**config.mk**
```make
export PLATFORM = sky130hd
export DESIGN_NAME = mic_capture_ctrl_flat
export DESIGN_NICKNAME = d
export VERILOG_FILES = /design/src/rtl/mic_capture_ctrl_if.sv /design/src/rtl/mic_capture_ctrl.sv /design/src/flat_wrapper.sv
export SDC_FILE = /design/constraint.sdc
export NUM_CORES = 1
export LEC_CHECK = 0
export ABC_AREA = 1
export CAP_MARGIN = 30
export CELL_PAD_IN_SITES_DETAIL_PLACEMENT = 0
export CELL_PAD_IN_SITES_GLOBAL_PLACEMENT = 1
export CORE_MARGIN = 1
export CORE_UTILIZATION = 37
export CTS_CLUSTER_DIAMETER = 80
export DETAILED_ROUTE_END_ITERATION = 7
export PLACE_DENSITY_LB_ADDON = 0.1
export SLEW_MARGIN = 20
export SYNTH_ARGS = -nofsm -noshare
export SYNTH_HDL_FRONTEND = slang
export SYNTH_SLANG_ARGS = --single-unit
```
**constraint.sdc**
```tcl
create_clock -name bclk -period 2.44 [get_ports bclk]
set_clock_uncertainty 0.1 [all_clocks]
set_input_delay 0.488 -clock bclk [delete_from_list [all_inputs] [get_ports bclk]]
set_output_delay 0.488 -clock bclk [all_outputs]
set_load 0.02 [all_outputs]
```
**src/rtl/mic_capture_ctrl_if.sv**
```systemverilog
// mic_capture_ctrl_if: receive strobe and downstream ready/valid slot of the capture controller
// Signals: rx_valid/rx_data (sample strobe from the receiver),
//          out_valid/out_data/out_ready (one-entry output slot handshake).
// slave is the controller side, master is the receiver/consumer side.
interface mic_capture_ctrl_if #(
    parameter int N = 16
);
    logic         rx_valid;
    logic [N-1:0] rx_data;
    logic         out_valid;
    logic [N-1:0] out_data;
    logic         out_ready;
    modport master (output rx_valid, rx_data, out_ready, input out_valid, out_data);
    modport slave  (input rx_valid, rx_data, out_ready, output out_valid, out_data);
endinterface

```
**src/rtl/mic_capture_ctrl.sv**
```systemverilog
// mic_capture_ctrl: codec ADC capture sequencer with adclrc generation and a one-entry output slot
// Ports: bclk/reset_n (clock, async active-low reset); start/stop/burst_len (capture control,
//        burst_len=0 means continuous); adclrc (frame clock); s (receiver strobe + output slot);
//        busy/done/overrun/clear_overrun/sample_count (status); timeout (watchdog flag).
// Build option: define MIC_CTRL_WATCHDOG_EN to end a capture after 2 frame starts with no sample.
module mic_capture_ctrl #(
    parameter int N           = 16,
    parameter int FRAME_BCLKS = 384,
    parameter int BURST_W     = 16
) (
    input  logic               bclk,
    input  logic               reset_n,
    input  logic               start,
    input  logic               stop,
    input  logic [BURST_W-1:0] burst_len,
    output logic               adclrc,
    mic_capture_ctrl_if.slave  s,
    output logic               busy,
    output logic               done,
    output logic               overrun,
    input  logic               clear_overrun,
    output logic [BURST_W-1:0] sample_count,
    output logic               timeout
);
    localparam int FW = $clog2(FRAME_BCLKS);
    typedef enum logic [2:0] {IDLE, ARM, CAPTURE, DRAIN, DONE} state_t;
    state_t state, nxt;
    logic [FW-1:0] frame_cnt;
    logic [BURST_W-1:0] burst_q, count_inc;
    logic frame_start, accept, drop, to_hit;
    assign frame_start = frame_cnt == '0;
    // the slot is free if empty or being emptied on this same edge
    assign accept = (state == CAPTURE) & s.rx_valid & (~s.out_valid | s.out_ready);
    assign drop = (state == CAPTURE) & s.rx_valid & ~accept;
    assign count_inc = &sample_count ? sample_count : sample_count + BURST_W'(1);
`ifdef MIC_CTRL_WATCHDOG_EN
    logic [1:0] wd_cnt;
    // fires on the frame start that would take the quiet-frame count to 2
    assign to_hit = (state == CAPTURE) & frame_start & ~accept & (wd_cnt == 2'd1);
    always_ff @(posedge bclk or negedge reset_n) begin
        if (!reset_n) begin
            wd_cnt  <= '0;
            timeout <= 1'b0;
        end else begin
            if (((state == ARM) & frame_start) | accept) wd_cnt <= '0;
            else if ((state == CAPTURE) & frame_start) wd_cnt <= wd_cnt + 2'd1;
            if ((state == IDLE) & start) timeout <= 1'b0;
            else if (to_hit) timeout <= 1'b1;
        end
    end
`else
    assign to_hit = 1'b0;
    assign timeout = 1'b0;
`endif
    always_comb begin
        nxt = state;
        case (state)
            IDLE:    nxt = start ? ARM : IDLE;
            ARM:     nxt = frame_start ? CAPTURE : stop ? DONE : ARM;
            CAPTURE: nxt = (stop | to_hit | (accept & (|burst_q) & (count_inc == burst_q))) ? DRAIN : CAPTURE;
            DRAIN:   nxt = (~s.out_valid | s.out_ready) ? DONE : DRAIN;
            default: nxt = IDLE;
        endcase
    end
    always_ff @(posedge bclk or negedge reset_n) begin
        if (!reset_n) begin
            frame_cnt    <= '0;
            adclrc       <= 1'b0;
            state        <= IDLE;
            busy         <= 1'b0;
            done         <= 1'b0;
            s.out_valid  <= 1'b0;
            s.out_data   <= {N{1'b0}};
            overrun      <= 1'b0;
            sample_count <= '0;
            burst_q      <= '0;
        end else begin
            frame_cnt <= (frame_cnt == FW'(FRAME_BCLKS - 1)) ? '0 : frame_cnt + FW'(1);
            adclrc    <= frame_cnt < FW'(FRAME_BCLKS / 2);
            state     <= nxt;
            busy      <= nxt != IDLE;
            done      <= nxt == DONE;
            if ((state == IDLE) & start) begin
                burst_q      <= burst_len;
                sample_count <= '0;
            end
            if (accept) begin
                s.out_valid  <= 1'b1;
                s.out_data   <= s.rx_data;
                sample_count <= count_inc;
            end else if (s.out_valid & s.out_ready) begin
                s.out_valid <= 1'b0;
            end
            overrun <= drop | (overrun & ~clear_overrun);
        end
    end
endmodule
```
**src/flat_wrapper.sv**
```systemverilog
// flat-port wrapper written by rule: the top's interface ports become plain ports
module mic_capture_ctrl_flat 
#(
    parameter int N           = 16,
    parameter int FRAME_BCLKS = 384,
    parameter int BURST_W     = 16
)
  (bclk, reset_n, start, stop, burst_len, adclrc, busy, done, overrun, clear_overrun, sample_count, timeout, s_rx_valid, s_rx_data, s_out_ready, s_out_valid, s_out_data);
  mic_capture_ctrl_if #(.N(N)) s_i ();
  input  logic bclk;
  input  logic reset_n;
  input  logic start;
  input  logic stop;
  input  logic [BURST_W-1:0] burst_len;
  output logic adclrc;
  output logic busy;
  output logic done;
  output logic overrun;
  input  logic clear_overrun;
  output logic [BURST_W-1:0] sample_count;
  output logic timeout;
  input wire logic [$bits(s_i.rx_valid)-1:0] s_rx_valid;
  input wire logic [$bits(s_i.rx_data)-1:0] s_rx_data;
  input wire logic [$bits(s_i.out_ready)-1:0] s_out_ready;
  output wire logic [$bits(s_i.out_valid)-1:0] s_out_valid;
  output wire logic [$bits(s_i.out_data)-1:0] s_out_data;
  assign s_i.rx_valid = s_rx_valid;
  assign s_i.rx_data = s_rx_data;
  assign s_i.out_ready = s_out_ready;
  assign s_out_valid = s_i.out_valid;
  assign s_out_data = s_i.out_data;
  mic_capture_ctrl #(.N(N), .FRAME_BCLKS(FRAME_BCLKS), .BURST_W(BURST_W)) u_core (.bclk(bclk), .reset_n(reset_n), .start(start), .stop(stop), .burst_len(burst_len), .adclrc(adclrc), .s(s_i), .busy(busy), .done(done), .overrun(overrun), .clear_overrun(clear_overrun), .sample_count(sample_count), .timeout(timeout));
endmodule
```
**Yosys cells after proc, flatten, opt, wreduce, memory -nomap -nowiden**

Cells that the tools add are included.

- Bitwise operators: 14
- Multiplexer cells: 12
- Shift-type cells: 0
- Eq/ne operators: 6
- Add/sub/neg operators: 2
- Multipliers: 0
- Reduce and logical (&&, ||, !) cells: 7
- Div/mod/pow operators: 0
- Magnitude comparators: 1

Operator list:

| cell | number |
|---|---|
| two-way mux 16 bit | 3 |
| adder 16 x 1 -> 16 bit, second input constant | 1 |
| equality test 16 bit | 1 |
| AND reduction 16 bit | 1 |
| OR reduction 16 bit | 1 |
| case mux 3 bit (4 select lines) | 1 |
| adder 9 x 1 -> 9 bit, second input constant | 1 |
| equality test 9 bit, second input constant | 1 |
| zero test 9 bit | 1 |
| < comparator 9 x 8 -> 1 bit, second input constant | 1 |
| two-way mux 3 bit | 3 |
| two-way mux 9 bit | 1 |
| AND 1 bit | 8 |
| equality test 3 x 2 -> 1 bit, second input constant | 2 |
| two-way mux 1 bit | 4 |
| nonzero test 2 bit | 2 |
| equality test 3 x 1 -> 1 bit, second input constant | 1 |
| equality test 3 bit, second input constant | 1 |
| zero test 3 bit | 1 |
| NOT 1 bit | 3 |
| OR 1 bit | 3 |
| nonzero test 3 bit | 1 |

- Bits in writable memories: 0
- Word-level logic and storage cells: 52
- Bits of input ports: 39
- Memories kept: 0
- Bits in latches: 0
- Output and inout bits: 38
- Register bits: 65
- ROM bits: 0

**Logic depth before layout (Yosys ltp)**

- Word-level depth: 9
- Depth in mapped cells: 17
- Mapped depth without buffers: 17

**Worst setup path after synthesis**

OpenSTA, ideal clock, no wires.

- Path kind: flip-flop to flip-flop
- Start: register u_core.sample_count[0]
- End: register u_core.busy
- Setup time: 0.135 ns
- Path buffers: 1
- Required time: 2.205 ns
- Period minus slack after synthesis: 2.091 ns
- Slack: 0.349 ns
- Arrival time: 1.856 ns
- Stages on the path, launching flop included: 18
- Path through: dfrtp_1 > ha_1 > inv_1 > nor2_2 > nand2_2 > clkinv_2 > nand2_4 > buf_6 > nand2_1 > nand2_1 > nand2_1 > nor2_1 > nand2_1 > nor2_1 > nand3_1 > nand2_1 > nand2_1 > nand4_1

- Longest elaborated chain between the ends: 8
- Elaborated cells on any way between the ends: 9
- Those cells by class: add/sub: 1; eq/ne: 1; mux: 3; bitwise: 2; reduce/logical: 2

RTL lines:

| what | line | RTL |
|---|---|---|
| from (decl) | mic_capture_ctrl.sv:22 | `output logic [BURST_W-1:0] sample_count,` |
| from (signal assigned) | mic_capture_ctrl.sv:90 | `sample_count <= count_inc;` |
| adder 16 x 1 -> 16 bit / AND reduction 16 bit (equally long branches) | mic_capture_ctrl.sv:35 | `assign count_inc = &sample_count ? sample_count : sample_count + BURST_W'(1);` |
| two-way mux 16 bit (*) | mic_capture_ctrl.sv:35 |  |
| equality test 16 bit (*) | mic_capture_ctrl.sv:60 | `CAPTURE: nxt = (stop \| to_hit \| (accept & (\|burst_q) & (count_inc == burst_q))) ? DRAIN : CAPTURE;` |
| AND 1 bit (*) | mic_capture_ctrl.sv:60 |  |
| OR 1 bit (*) | mic_capture_ctrl.sv:60 |  |
| two-way mux 1 bit (*) | mic_capture_ctrl.sv:60 |  |
| case mux 3 bit (4 select lines) (*) | mic_capture_ctrl.sv:57 | `case (state)` |
| nonzero test 3 bit (*) | mic_capture_ctrl.sv:81 | `busy <= nxt != IDLE;` |
| to (signal assigned) | mic_capture_ctrl.sv:70 | `busy <= 1'b0;` |
| to (signal assigned) | mic_capture_ctrl.sv:81 |  |
| to (decl) | mic_capture_ctrl.sv:18 | `output logic busy,` |

Every way passes the cells marked *; elsewhere a longest branch is shown, timed or not.
A chain may end at the register's enable or synchronous reset.

**Worst setup path after layout**

Same ends and word-level chain as after synthesis.

==> impl_results.md <==
* Die ar. at 9670 um2
* Number of cells in the finished layout apart from fillers at 628
* Antenna diode count at 0
* Placed insts at 612
* Required arrival time at the worst endpoint at 2.61 ns
* Clock Latency Late Sink at 0.33 ns
* Unique cell type count in the Yosys netlist at 31
* Count of final hold-check violations at 0
* Type of origin of the critical path: flip-flop
* Cells along the critical path: ha_2 -> inv_1 -> nor2_2 -> nand2_2 -> clkinv_2 -> nand2_8 -> nand2_1 -> xor2_1 -> nor2_1 -> nand2_1 -> nor2_1 -> nand3_1 -> nand2_1 -> nand2_1 -> nand4_1
* Final nets at 557
* Sequential element share of the synthesized area at 47.4%
* Standard cell with the maximum stage delay on the critical path: sky130_fd_sc_hd__dfrtp_1
* Tightest hold margin at 0.0575 ns
* Via count of the first global-routing pass at 3143
* Sequential Power Share at 42.5%
* CTS Root Buffer Type: sky130_fd_sc_hd__clkbuf_8
* Pre-CTS WS at 0.172 ns
* First-iteration detailed-routing DRC count at 74
* Hold-fix buffers, CTS at 0
* Power density over the cells at 737 nW/um2
* Number of clock sinks at 65
* Share of layout cells above drive strength 1 at 10.8%
* Type of the worst min-delay path: primary input to async pin
* Starting density of the core at 38.8%
* Number of rows in the core area at 34
* Worst Tran Pin Value at 0.525 ns
* Overall fraction of global-route tracks in use at 18.9%
* Resized cells post-CTS at 0
* Synthesized area per cell at 7.97 um2
* Number of antenna violations at the first check in global routing at 0
* Maximum fanout along the worst path at 18
* TritonCTS clock tree: built
* Avg Vias per Cell at 4.76
* Worst path max stage delay at 0.39 ns
* Total overflow reported by the global router at 0
* Total setup violations reported at the end of the flow at 0
* Final Cycle Share at 89.2%
* Leakage power of the design at 2.20 nW
* Highest routing layer actually used: met4
* Power dissipated by switching net loads at 1.02 mW
* Post-Route WL at 8200 um
* Post-CTS repair timing setup buffer count at 0
* Critical path class: flip-flop to flip-flop
* Type of element capturing the critical path: flip-flop
* Floorplan die width at 98.3 um
* Vert. Die Dim at 98.3 um
* Longest Clk Path Bufs at 2
* Minimum clock period at 2.18 ns
* Net count after synthesis at 473
* Syn. warnings at 0
* Detail Placement HPWL at 6220 um
* Drt pass-1 iters at 6
* Worst Path Arrival at 2.35 ns
* Total of flip-flops plus latches after synthesis at 65
* Clk pin slew, worst setup/hold paths at 0.08 ns
* Synthesized area at 3430 um2
* Final count of pins violating max slew at 0
* Pin count of the biggest net entering global routing at 66
* Inserted Clock Buffers at 9
* Residual antenna-violating net count after detailed routing at 0
* Setup slack of the critical path after layout at 0.263 ns
* Area of the core region at 8850 um2
* RD Place Congestion at 0.806
* Switching Share at 30.0%
* Total chip power at 3.38 mW
* Total length of routed met2 wires at 3720 um
* Wire length of the first global-routing pass at 14400 um
* Count of H-tree levels built during CTS at 3
* Cells after synthesis at 431
* Port-buffer cells at 75
* Upper clock frequency limit at 0.459 GHz
* Number of maximum-capacitance constraint violations at 0
* DRC violations left at 0
* Slew Limit Headroom at 64.7%
* Metal-1 WL at 3920 um
* Area growth from synthesis to layout at 33.7%
* Design internal power at 2.37 mW
* Combinational share of power at 24.7%
* Clock group share of total power at 32.9%
* Drt wl/cell at 13.1 um
* Met3 wire length at 482 um
* I/O pins at 77
* Run status: finished, final reports clean
* Worst vdd rail ir drop at 375 uV
* Top cell by count, worst path: sky130_fd_sc_hd__nand2_1
* Total number of vias at 2987
## cells in the final DEF, fill, tap and decap left out, types with 2 or more instances in the layout
master	Yosys	layout
sky130_fd_sc_hd__xor2_1	9	9
sky130_fd_sc_hd__nor2_1	47	47
sky130_fd_sc_hd__a21oi_1	18	18
sky130_fd_sc_hd__ha_1	3	2
sky130_fd_sc_hd__bufinv_16	0	3
sky130_fd_sc_hd__nand4_1	8	8
sky130_fd_sc_hd__nor4_1	5	5
sky130_fd_sc_hd__o21ai_0	10	10
sky130_fd_sc_hd__nand3_1	32	32
sky130_fd_sc_hd__nor2_2	5	5
sky130_fd_sc_hd__mux2_2	18	18
sky130_fd_sc_hd__o22ai_1	12	12
sky130_fd_sc_hd__buf_4	1	7
sky130_fd_sc_hd__clkbuf_8	0	9
sky130_fd_sc_hd__clkdlybuf4s50_1	0	74
sky130_fd_sc_hd__dfrtp_1	65	65
sky130_fd_sc_hd__nand2_1	97	97
sky130_fd_sc_hd__nand2_2	3	3
sky130_fd_sc_hd__inv_1	75	75
sky130_fd_sc_hd__nor3_1	3	3
## worst max-delay path: cells and delay by family, from the launching register on
kind / cells / cell delay (ns)
buffers and inverters: 2 / 0.20
adder cells (fa/ha/maj): 1 / 0.22
flip-flops: 1 / 0.39
XOR/XNOR: 1 / 0.15
AND/OR/NAND/NOR: 11 / 1.05
## stage by stage
| step | util (%) | area [um2] | TNS, ns |
|---|---|---|---|
| 6_report | 51.9 | 4590 | 0 |
| 5_1_grt | 51.9 | 4590 | -0.00909 |
| 4_1_cts | 51.8 | 4580 | 0 |
| 3_5_place_dp | 49.0 | 4340 | 0 |
| 3_3_place_gp | 49.0 | 4340 | 0 |
| 2_1_floorplan | - | 3430 | 0 |
## worst paths after layout
| path | end | start | depth (start not counted) | slack [ns] |
|---|---|---|---|---|
| hold / removal | u_core.frame_cnt[5] | reset_n | 2 | 0.06 |
| hold reg to reg | u_core.adclrc | u_core.frame_cnt[6] | 1 | 0.40 |
| max in group asynchronous | u_core.s.out_data[7] | reset_n | 2 | 1.89 |
| setup / recovery | u_core.busy | u_core.sample_count[0] | 15 | 0.26 |
| setup reg to reg | u_core.busy | u_core.sample_count[0] | 15 | 0.26 |
| min in group bclk | u_core.adclrc | u_core.frame_cnt[6] | 1 | 0.40 |
## per-layer routing
| metal | global-route usage (%) | vias up |
|---|---|---|
| met2 | 30.5 | 72 |
| li1 | - | 1532 |
| met4 | 5.86 | 0 |
| met1 | 24.4 | 1376 |
| met3 | 5.73 | 7 |
| met5 | 0 | - |
## area by class of cell
cell class	count	area, um2
Sequential cell	65	1630
Clock buffer	10	128
Inverter	76	287
Multi-Input combinational cell	280	1480
Fill cell	858	4260
Clock inverter	6	115
Timing Repair Buffer	83	818
Tap cell	108	135
## synth_stat cells (all sizes together)
cell type / count / area [um2]
dfrtp: 65 / 1630
clkbuf: 7 / 26.3
a41oi: 1 / 8.76
buf: 3 / 23.8
nand3: 33 / 170
nand4: 8 / 50.1
inv: 75 / 282
mux2: 18 / 203
nor4: 5 / 31.3
conb: 1 / 3.75
xor2: 10 / 95.1
a32oi: 1 / 8.76
ha: 3 / 37.5
a21oi: 18 / 90.1
nand3b: 1 / 7.51
clkinv: 1 / 5.00
a21o: 1 / 7.51
nor3: 3 / 15.0
o22ai: 12 / 75.1
o21ai: 11 / 55.1
nor2: 53 / 219
nand2: 101 / 394
## sequential cells by signal, indices dropped and copies added (netlist names)
name	cells
u_core.s.out_data	16
u_core.overrun	1
u_core.busy	1
u_core.burst_q	16
u_core.s.out_valid	1
u_core.done	1
u_core.sample_count	16
u_core.frame_cnt	9
u_core.state	3
u_core.adclrc	1
## power by group through the flow
stage	logic (mW)	clock network, mW	registers, mW
2_1_floorplan	0.429	0	1.51
3_5_place_dp	0.847	0	1.46
5_1_grt	0.950	1.20	1.47
4_1_cts	0.850	1.15	1.44
6_report	0.834	1.11	1.44
3_3_place_gp	0.839	0	1.45
## cells by family (layout without fill, tap and decap cells)
| logic type | count (synthesis) | in the layout | share of synthesized area (%) |
|---|---|---|---|
| AND/OR/NAND/NOR | 204 | 204 | 25.8 |
| buffers and inverters | 86 | 175 | 9.80 |
| flip-flops | 65 | 65 | 47.4 |
| AO/OA/AOI/OAI | 44 | 44 | 7.14 |
| multiplexers | 18 | 18 | 5.90 |
| XOR/XNOR | 10 | 10 | 2.77 |
| adder cells (fa/ha/maj) | 3 | 3 | 1.09 |
| other | 1 | 1 | 0.109 |
(Power assumes the default switching activity.)
